===== src/rtl/pong_game_ctrl_if.sv =====
`default_nettype none
// +--------------------------------------------------------------------------+
// | pong_game_ctrl_if                                                        |
// | Player/frame inputs and renderer-facing game state of the pong core.     |
// | Revision: 1.0                                                            |
// +--------------------------------------------------------------------------+
interface pong_game_ctrl_if;
  logic       iFrame;
  logic       iStart;
  logic       iP1_up;
  logic       iP1_dn;
  logic       iP2_up;
  logic       iP2_dn;
  logic [9:0] oBallX;
  logic [9:0] oBallY;
  logic [9:0] oPad1Y;
  logic [9:0] oPad2Y;
  logic [3:0] oScore1;
  logic [3:0] oScore2;
  logic [1:0] oState;
  logic [1:0] oWinner;
  logic       oScoreEvt;

  modport master (
    output iFrame, iStart, iP1_up, iP1_dn, iP2_up, iP2_dn,
    input  oBallX, oBallY, oPad1Y, oPad2Y, oScore1, oScore2, oState, oWinner, oScoreEvt
  );

  modport slave (
    input  iFrame, iStart, iP1_up, iP1_dn, iP2_up, iP2_dn,
    output oBallX, oBallY, oPad1Y, oPad2Y, oScore1, oScore2, oState, oWinner, oScoreEvt
  );
endinterface
`default_nettype wire


===== src/rtl/pong_game_ctrl.sv =====
`default_nettype none
// +--------------------------------------------------------------------------+
// | pong_game_ctrl                                                           |
// | Frame-synchronous pong state: paddles, ball, bounces, scoring, serve.    |
// | Revision: 1.0                                                            |
// +--------------------------------------------------------------------------+
module pong_game_ctrl #(
  parameter int SCR_W        = 640,
  parameter int SCR_H        = 480,
  parameter int PAD_W        = 8,
  parameter int PAD_H        = 64,
  parameter int PAD1_X       = 16,
  parameter int PAD2_X       = 616,
  parameter int BALL_SZ      = 8,
  parameter int PAD_SPD      = 4,
  parameter int BALL_SPD     = 2,
  parameter int SERVE_FRAMES = 60,
  parameter int WIN_SCORE    = 9
) (
  input  wire logic       iclk,
  input  wire logic       irst_n,
  pong_game_ctrl_if.slave bus
);

  typedef enum logic [1:0] {
    S_IDLE     = 2'd0,
    S_SERVE    = 2'd1,
    S_PLAY     = 2'd2,
    S_GAMEOVER = 2'd3
  } state_t;

  localparam logic [9:0]  c_ball_x0   = 10'((SCR_W - BALL_SZ) / 2);
  localparam logic [9:0]  c_ball_y0   = 10'((SCR_H - BALL_SZ) / 2);
  localparam logic [9:0]  c_pad_y0    = 10'((SCR_H - PAD_H) / 2);
  localparam logic [10:0] c_pad_ymax  = 11'(SCR_H - PAD_H);
  localparam logic [10:0] c_ball_xmax = 11'(SCR_W - BALL_SZ);
  localparam logic [10:0] c_ball_ymax = 11'(SCR_H - BALL_SZ);
  localparam logic [10:0] c_l_face    = 11'(PAD1_X + PAD_W);
  localparam logic [10:0] c_r_face    = 11'(PAD2_X);
  localparam logic [10:0] c_r_stop    = 11'(PAD2_X - BALL_SZ);
  localparam logic [10:0] c_pad_spd   = 11'(PAD_SPD);
  localparam logic [10:0] c_ball_spd  = 11'(BALL_SPD);
  localparam logic [10:0] c_ball_sz   = 11'(BALL_SZ);
  localparam logic [10:0] c_pad_h     = 11'(PAD_H);
  localparam logic [3:0]  c_win       = 4'(WIN_SCORE);
  localparam int          c_cnt_w     = $clog2(SERVE_FRAMES);
  localparam logic [c_cnt_w-1:0] c_cnt_last = c_cnt_w'(SERVE_FRAMES - 1);

  state_t             r_state, w_state;
  logic [9:0]         r_ball_x, w_ball_x;
  logic [9:0]         r_ball_y, w_ball_y;
  logic [9:0]         r_pad1, w_pad1;
  logic [9:0]         r_pad2, w_pad2;
  logic [3:0]         r_score1, w_score1;
  logic [3:0]         r_score2, w_score2;
  logic [1:0]         r_winner, w_winner;
  logic               r_evt, w_evt;
  logic [c_cnt_w-1:0] r_cnt, w_cnt;
  logic               r_dx, w_dx;
  logic               r_dy, w_dy;

  function automatic logic [9:0] pad_step(input logic [9:0] y, input logic up, input logic dn);
    logic [10:0] t;
    t = {1'b0, y};
    if (up && !dn)
      t = (t <= c_pad_spd) ? 11'd0 : t - c_pad_spd;
    else if (dn && !up)
      t = (t + c_pad_spd >= c_pad_ymax) ? c_pad_ymax : t + c_pad_spd;
    return 10'(t);
  endfunction

  logic [9:0]  w_pad1_step, w_pad2_step;
  logic [10:0] w_bx, w_by, w_p1, w_p2;
  logic        w_ov1, w_ov2, w_hit_l, w_hit_r, w_miss_l, w_miss_r;
  logic [9:0]  w_x_mov, w_y_mov;
  logic        w_dx_mov, w_dy_mov;

  assign w_pad1_step = pad_step(r_pad1, bus.iP1_up, bus.iP1_dn);
  assign w_pad2_step = pad_step(r_pad2, bus.iP2_up, bus.iP2_dn);

  assign w_bx = {1'b0, r_ball_x};
  assign w_by = {1'b0, r_ball_y};
  assign w_p1 = {1'b0, r_pad1};
  assign w_p2 = {1'b0, r_pad2};

  // Collision tests deliberately use the paddle positions from before this frame's move.
  assign w_ov1    = (w_by + c_ball_sz > w_p1) && (w_by < w_p1 + c_pad_h);
  assign w_ov2    = (w_by + c_ball_sz > w_p2) && (w_by < w_p2 + c_pad_h);
  assign w_hit_l  = !r_dx && (w_bx >= c_l_face) && (w_bx <= c_l_face + c_ball_spd) && w_ov1;
  assign w_hit_r  = r_dx && (w_bx + c_ball_sz <= c_r_face)
                  && (w_bx + c_ball_sz + c_ball_spd >= c_r_face) && w_ov2;
  assign w_miss_l = !r_dx && (w_bx <= c_ball_spd) && !w_hit_l;
  assign w_miss_r = r_dx && (w_bx + c_ball_spd >= c_ball_xmax) && !w_hit_r;

  always_comb begin
    w_y_mov  = r_ball_y;
    w_dy_mov = r_dy;
    if (!r_dy) begin
      if (w_by <= c_ball_spd) begin
        w_y_mov  = 10'd0;
        w_dy_mov = 1'b1;
      end else begin
        w_y_mov  = 10'(w_by - c_ball_spd);
      end
    end else if (w_by + c_ball_spd >= c_ball_ymax) begin
      w_y_mov  = 10'(c_ball_ymax);
      w_dy_mov = 1'b0;
    end else begin
      w_y_mov  = 10'(w_by + c_ball_spd);
    end

    w_x_mov  = r_ball_x;
    w_dx_mov = r_dx;
    if (w_hit_l) begin
      w_x_mov  = 10'(c_l_face);
      w_dx_mov = 1'b1;
    end else if (w_hit_r) begin
      w_x_mov  = 10'(c_r_stop);
      w_dx_mov = 1'b0;
    end else if (r_dx) begin
      w_x_mov  = 10'(w_bx + c_ball_spd);
    end else if (w_bx <= c_ball_spd) begin
      w_x_mov  = 10'd0;
    end else begin
      w_x_mov  = 10'(w_bx - c_ball_spd);
    end
  end

  always_comb begin
    w_state  = r_state;
    w_ball_x = r_ball_x;
    w_ball_y = r_ball_y;
    w_pad1   = r_pad1;
    w_pad2   = r_pad2;
    w_score1 = r_score1;
    w_score2 = r_score2;
    w_winner = r_winner;
    w_evt    = 1'b0;
    w_cnt    = r_cnt;
    w_dx     = r_dx;
    w_dy     = r_dy;
    case (r_state)
      S_IDLE, S_GAMEOVER: begin
        // A start request takes priority over a coincident frame pulse.
        if (bus.iStart) begin
          w_state  = S_SERVE;
          w_score1 = 4'd0;
          w_score2 = 4'd0;
          w_winner = 2'd0;
          w_cnt    = '0;
          w_dx     = 1'b1;
          w_ball_x = c_ball_x0;
          w_ball_y = c_ball_y0;
        end
      end
      S_SERVE: begin
        if (bus.iFrame) begin
          w_pad1   = w_pad1_step;
          w_pad2   = w_pad2_step;
          w_ball_x = c_ball_x0;
          w_ball_y = c_ball_y0;
          if (r_cnt == c_cnt_last) begin
            w_state = S_PLAY;
            w_cnt   = '0;
          end else begin
            w_cnt   = r_cnt + 1'b1;
          end
        end
      end
      S_PLAY: begin
        if (bus.iFrame) begin
          w_pad1   = w_pad1_step;
          w_pad2   = w_pad2_step;
          w_ball_x = w_x_mov;
          w_ball_y = w_y_mov;
          w_dx     = w_dx_mov;
          w_dy     = w_dy_mov;
          if (w_miss_l || w_miss_r) begin
            w_evt    = 1'b1;
            w_ball_x = c_ball_x0;
            w_ball_y = c_ball_y0;
            w_dx     = w_miss_r;
            w_dy     = ~r_dy;
            w_cnt    = '0;
            w_state  = S_SERVE;
            if (w_miss_l) begin
              if (r_score2 < c_win) w_score2 = r_score2 + 4'd1;
              if (r_score2 >= c_win - 4'd1) begin
                w_state  = S_GAMEOVER;
                w_winner = 2'd2;
              end
            end else begin
              if (r_score1 < c_win) w_score1 = r_score1 + 4'd1;
              if (r_score1 >= c_win - 4'd1) begin
                w_state  = S_GAMEOVER;
                w_winner = 2'd1;
              end
            end
          end
        end
      end
      default: ;
    endcase
  end

  always_ff @(posedge iclk) begin
    if (!irst_n) begin
      r_state  <= S_IDLE;
      r_ball_x <= c_ball_x0;
      r_ball_y <= c_ball_y0;
      r_pad1   <= c_pad_y0;
      r_pad2   <= c_pad_y0;
      r_score1 <= 4'd0;
      r_score2 <= 4'd0;
      r_winner <= 2'd0;
      r_evt    <= 1'b0;
      r_cnt    <= '0;
      r_dx     <= 1'b1;
      r_dy     <= 1'b1;
    end else begin
      r_state  <= w_state;
      r_ball_x <= w_ball_x;
      r_ball_y <= w_ball_y;
      r_pad1   <= w_pad1;
      r_pad2   <= w_pad2;
      r_score1 <= w_score1;
      r_score2 <= w_score2;
      r_winner <= w_winner;
      r_evt    <= w_evt;
      r_cnt    <= w_cnt;
      r_dx     <= w_dx;
      r_dy     <= w_dy;
    end
  end

  assign bus.oBallX    = r_ball_x;
  assign bus.oBallY    = r_ball_y;
  assign bus.oPad1Y    = r_pad1;
  assign bus.oPad2Y    = r_pad2;
  assign bus.oScore1   = r_score1;
  assign bus.oScore2   = r_score2;
  assign bus.oState    = r_state;
  assign bus.oWinner   = r_winner;
  assign bus.oScoreEvt = r_evt;

endmodule
`default_nettype wire

===== src/flat_wrapper.sv =====
// flat-port wrapper written by rule: the top's interface ports become plain ports
module pong_game_ctrl_flat 
#(
  parameter int SCR_W        = 640,
  parameter int SCR_H        = 480,
  parameter int PAD_W        = 8,
  parameter int PAD_H        = 64,
  parameter int PAD1_X       = 16,
  parameter int PAD2_X       = 616,
  parameter int BALL_SZ      = 8,
  parameter int PAD_SPD      = 4,
  parameter int BALL_SPD     = 2,
  parameter int SERVE_FRAMES = 60,
  parameter int WIN_SCORE    = 9
)
  (iclk, irst_n, bus_iFrame, bus_iStart, bus_iP1_up, bus_iP1_dn, bus_iP2_up, bus_iP2_dn, bus_oBallX, bus_oBallY, bus_oPad1Y, bus_oPad2Y, bus_oScore1, bus_oScore2, bus_oState, bus_oWinner, bus_oScoreEvt);
  pong_game_ctrl_if bus_i ();
  input  wire logic iclk;
  input  wire logic irst_n;
  input wire logic [$bits(bus_i.iFrame)-1:0] bus_iFrame;
  input wire logic [$bits(bus_i.iStart)-1:0] bus_iStart;
  input wire logic [$bits(bus_i.iP1_up)-1:0] bus_iP1_up;
  input wire logic [$bits(bus_i.iP1_dn)-1:0] bus_iP1_dn;
  input wire logic [$bits(bus_i.iP2_up)-1:0] bus_iP2_up;
  input wire logic [$bits(bus_i.iP2_dn)-1:0] bus_iP2_dn;
  output wire logic [$bits(bus_i.oBallX)-1:0] bus_oBallX;
  output wire logic [$bits(bus_i.oBallY)-1:0] bus_oBallY;
  output wire logic [$bits(bus_i.oPad1Y)-1:0] bus_oPad1Y;
  output wire logic [$bits(bus_i.oPad2Y)-1:0] bus_oPad2Y;
  output wire logic [$bits(bus_i.oScore1)-1:0] bus_oScore1;
  output wire logic [$bits(bus_i.oScore2)-1:0] bus_oScore2;
  output wire logic [$bits(bus_i.oState)-1:0] bus_oState;
  output wire logic [$bits(bus_i.oWinner)-1:0] bus_oWinner;
  output wire logic [$bits(bus_i.oScoreEvt)-1:0] bus_oScoreEvt;
  assign bus_i.iFrame = bus_iFrame;
  assign bus_i.iStart = bus_iStart;
  assign bus_i.iP1_up = bus_iP1_up;
  assign bus_i.iP1_dn = bus_iP1_dn;
  assign bus_i.iP2_up = bus_iP2_up;
  assign bus_i.iP2_dn = bus_iP2_dn;
  assign bus_oBallX = bus_i.oBallX;
  assign bus_oBallY = bus_i.oBallY;
  assign bus_oPad1Y = bus_i.oPad1Y;
  assign bus_oPad2Y = bus_i.oPad2Y;
  assign bus_oScore1 = bus_i.oScore1;
  assign bus_oScore2 = bus_i.oScore2;
  assign bus_oState = bus_i.oState;
  assign bus_oWinner = bus_i.oWinner;
  assign bus_oScoreEvt = bus_i.oScoreEvt;
  pong_game_ctrl #(.SCR_W(SCR_W), .SCR_H(SCR_H), .PAD_W(PAD_W), .PAD_H(PAD_H), .PAD1_X(PAD1_X), .PAD2_X(PAD2_X), .BALL_SZ(BALL_SZ), .PAD_SPD(PAD_SPD), .BALL_SPD(BALL_SPD), .SERVE_FRAMES(SERVE_FRAMES), .WIN_SCORE(WIN_SCORE)) u_core (.iclk(iclk), .irst_n(irst_n), .bus(bus_i));
endmodule

===== config.mk =====
export PLATFORM = sky130hd
export DESIGN_NAME = pong_game_ctrl_flat
export DESIGN_NICKNAME = d
export VERILOG_FILES = /design/src/rtl/pong_game_ctrl_if.sv /design/src/rtl/pong_game_ctrl.sv /design/src/flat_wrapper.sv
export SDC_FILE = /design/constraint.sdc
export NUM_CORES = 1
export LEC_CHECK = 0
export CORE_MARGIN = 5
export CORE_UTILIZATION = 50
export DETAILED_ROUTE_END_ITERATION = 16
export PLACE_DENSITY = 0.72
export SLEW_MARGIN = 20
export SYNTH_ARGS = -nofsm -noshare
export SYNTH_HDL_FRONTEND = slang
export SYNTH_SLANG_ARGS = --single-unit

===== constraint.sdc =====
create_clock -name iclk -period 3.8 [get_ports iclk]
set_input_delay 0.57 -clock iclk [delete_from_list [all_inputs] [get_ports iclk]]
set_output_delay 0.57 -clock iclk [all_outputs]
set_load 0.1 [all_outputs]

==> impl_metrics.yaml <==
run_status:
  status: "completed"
setup_path:
  crit_buf_inv: 1
  cp.arrival_ns: 3.79
  cp.required_ns: 4.05
  critPathLaunchType: "flip-flop"
  cp_top_family: "simple AND/OR/NAND/NOR gates"
  crit_chain: "inv_1 > ha_1 > and4b_1 > nand3_1 > or2_2 > a221oi_1 > o2111a_2 > nor2_1 > nor4_2 > a32o_1"
  r2r_cells: 10
  slowest_delay_ns: 0.52
  crit_fanout: 15
  reg2reg_setup_slack_ns: 0.26
  path_class: "flip-flop to flip-flop"
  end_kind: "flip-flop"
  r2r_start: "u_core.bus.oBallX[3]$_SDFFE_PN1P_"
  rr_endpoint: "u_core.bus.oBallX[6]$_SDFFE_PN0P_"
  cp_slowest_cell: "dfxtp_1"
timing:
  fin_crit_sh_pct: 93.15
  period_needed_ns: 3.540
  clock-skew-final_ns: 0.007749
  tns_ns: 0
  setup_violations: 0
  hold_viol: 0
  slew_violations: 0
  holdWs_ns: 0.4808
  worst_pin_slew_ns: 0.9852
  rsz0062_at_grt: "no"
  max_freq_mhz: 282.5
  max-slew-margin-rel_pct: 34.11
hold_path:
  hold_path_end: "u_core.bus.oWinner[1]$_SDFFE_PN0P_"
  hp-class: "flip-flop to flip-flop"
  holdPathStages: 2
  worst_hold_startpoint: "u_core.bus.oWinner[1]$_SDFFE_PN0P_"
synth:
  synth_warnings: 0
  synth_edf_count: 0
  yosysTopAreaCellShare_pct: 19.49
  ys_top_cells_by_area: "dfxtp_1, ha_1, a21oi_1"
  avgSynthCellArea_um2: 7.364
  synthArstFlopShare_pct: 0
  synth_ff_type: "dfxtp_1"
  synth_top_cell_by_area: "dfxtp_1"
  synthesis.area_mm2: 0.005648
  synth_cells: 767
  ys_seq_area_share_pct: 19.49
  ys_types: 81
  synth_seq_cells: 55
  yosys-top-cells-count: "ha_1, nand2_1, nor2_1, dfxtp_1"
  synth.most_common_cell: "ha_1"
placement:
  placedInstanceArea_mm2: 0.006279
  gp_congestion: 0.9963
  numPortBuffers: 54
  hpwlAfterDp_um: 12110
final_layout:
  area.growth.synth_to_final_pct: 14.13
  stdcell_area_mm2: 0.006446
  nets: 865
  drive_above_1_share_pct: 6.431
  n_antenna_cell: 0
floorplan:
  dieArea_mm2: 0.01352
  pin_count: 61
  die_h_um: 116.3
  start_util_pct: 51.65
  rows: 38
  fp.coreArea_mm2: 0.01094
  die_w_um: 116.3
detailed_routing:
  ant_nets: 0
  first_pass_iters: 6
  post_drt_wl_per_cell_um: 17.49
  drc_errors: 0
  via_per_inst: 6.348
  vias: 5923
  wl_um: 16320
  drt-initial-drc-count: 535
job:
  max_cap_viol_count: 0
global_route:
  grt_usage_pct: 24.44
  antenna_found_initial: 0
  grt_pass1_vias: 5606
  grt_pass1_wl_um: 27340
  grt-ovfl-total: 0
  grt_max_degree: 21
clocking:
  cts.clk_slew.worst_paths_ns: 0.08
  clock_latency_ns: 0.31
  clockRootBuffer: "clkbuf_16"
  cts_buffers: 5
  cts_tree: "built"
  max-clock-path-buffers: 2
  ctsHtreeMaxLevel: 2
  numClockSinks: 55
pwr:
  ir_drop_v: 0.0004410
  p_leak_uw: 0.002546
  powerDensity_mw_per_mm2: 365.1
  p_total_uw: 2354
==> cells in the final DEF (no fill, tap or decap), types with 9 or more instances in the layout <==
cell type and instances:
clkdlybuf4s50_1 54, and2_1 11, buf_4 16, inv_1 54, o21ai_0 44, dfxtp_1 49
nand4_1 19, nor2_1 56, o211ai_1 12, nor2b_1 9, or3_1 10, nor4_1 11
a21oi_1 54, xnor2_1 23, and3_1 10, a211oi_1 9, nand2_1 56, nand3_1 44
nor3_1 20, ha_1 64, o31ai_1 12
==> layout make-up <==
class	count	area [µm²]
clock buffers	5	125.1
clock inverters	3	26.28
fillers	1019	4489
inverters	55	206.4
multi-input cells	604	4114
flip-flops and latches	55	1119
well taps	140	175.2
repair buffers	71	680.7
==> sequential cells by signal, summed over array words and instances, names as in the netlist <==
register              cells
u_core.bus.oBallX         9
u_core.bus.oBallY         9
u_core.bus.oPad1Y         8
u_core.bus.oPad2Y         8
u_core.bus.oScore1        4
u_core.bus.oScore2        4
u_core.bus.oScoreEvt      1
u_core.bus.oState         2
u_core.bus.oWinner        2
u_core.r_cnt              6
u_core.r_dx               1
u_core.r_dy               1
==> worst min-delay path: stages (launching register included) <==
cell	delay, ns
dfxtp_1	0.33
nand2_1	0.06
o31ai_1	0.05
==> cell families (layout without fill, tap and decap cells) <==
group,count (synthesis),after routing,synth area share (%)
simple gates,273,273,24.50
compound gates,228,228,28.00
buf+inv,113,134,8.241
fa+ha+maj,65,65,14.40
flops,55,55,19.49
xor+xnor,29,29,4.763
mux,3,3,0.5317
other cells,1,6,0.06640
==> routing by layer <==
metal,vias up,wire length [µm],global-route usage (%)
li1,2860,-,-
met1,2753,6992,32.15
met2,286,7773,41.91
met3,24,1291,3.109
met4,0,261,7.038
met5,-,0,0
==> repair_timing <==
item	CTS	global route
setup buffers	0	0
hold buffers	0	0
gates resized for setup	0	3
endpoints found under the setup margin	0	6
==> report_power, final <==
group	switching, µW	internal (µW)	total (µW)
Combinational	794	361	1150
Clock	249	252	501
Sequential	81.4	617	698
Total	1120	1230	2350
==> stage by stage <==
step           setup slack (ns)  cells  util, %
2_1_floorplan           0.07559    772        -
3_3_place_gp             0.3639    925    57.41
3_5_place_dp             0.1510    925    57.41
4_1_cts                  0.1511    933    58.80
5_1_grt                 0.04011    933    58.95
6_report                 0.2601    933    58.95
==> worst max path at each step <==
stage                                      startpoint                                 to  slack, ns  cells past startpoint
floorplan           u_core.bus.oBallY[4]$_SDFFE_PN0P_       u_core.r_cnt[3]$_SDFFE_PN0P_       0.08                     15
global placement    u_core.bus.oBallY[3]$_SDFFE_PN1P_       u_core.r_cnt[3]$_SDFFE_PN0P_       0.36                     11
detailed placement  u_core.bus.oBallY[3]$_SDFFE_PN1P_       u_core.r_cnt[3]$_SDFFE_PN0P_       0.15                     12
CTS                 u_core.bus.oBallY[3]$_SDFFE_PN1P_       u_core.r_cnt[3]$_SDFFE_PN0P_       0.15                     12
global route        u_core.bus.oBallY[5]$_SDFFE_PN1P_       u_core.r_cnt[3]$_SDFFE_PN0P_       0.04                     13
finish              u_core.bus.oBallX[3]$_SDFFE_PN1P_  u_core.bus.oBallX[6]$_SDFFE_PN0P_       0.26                     10
No activity file was read; power rests on OpenSTA's default activity.
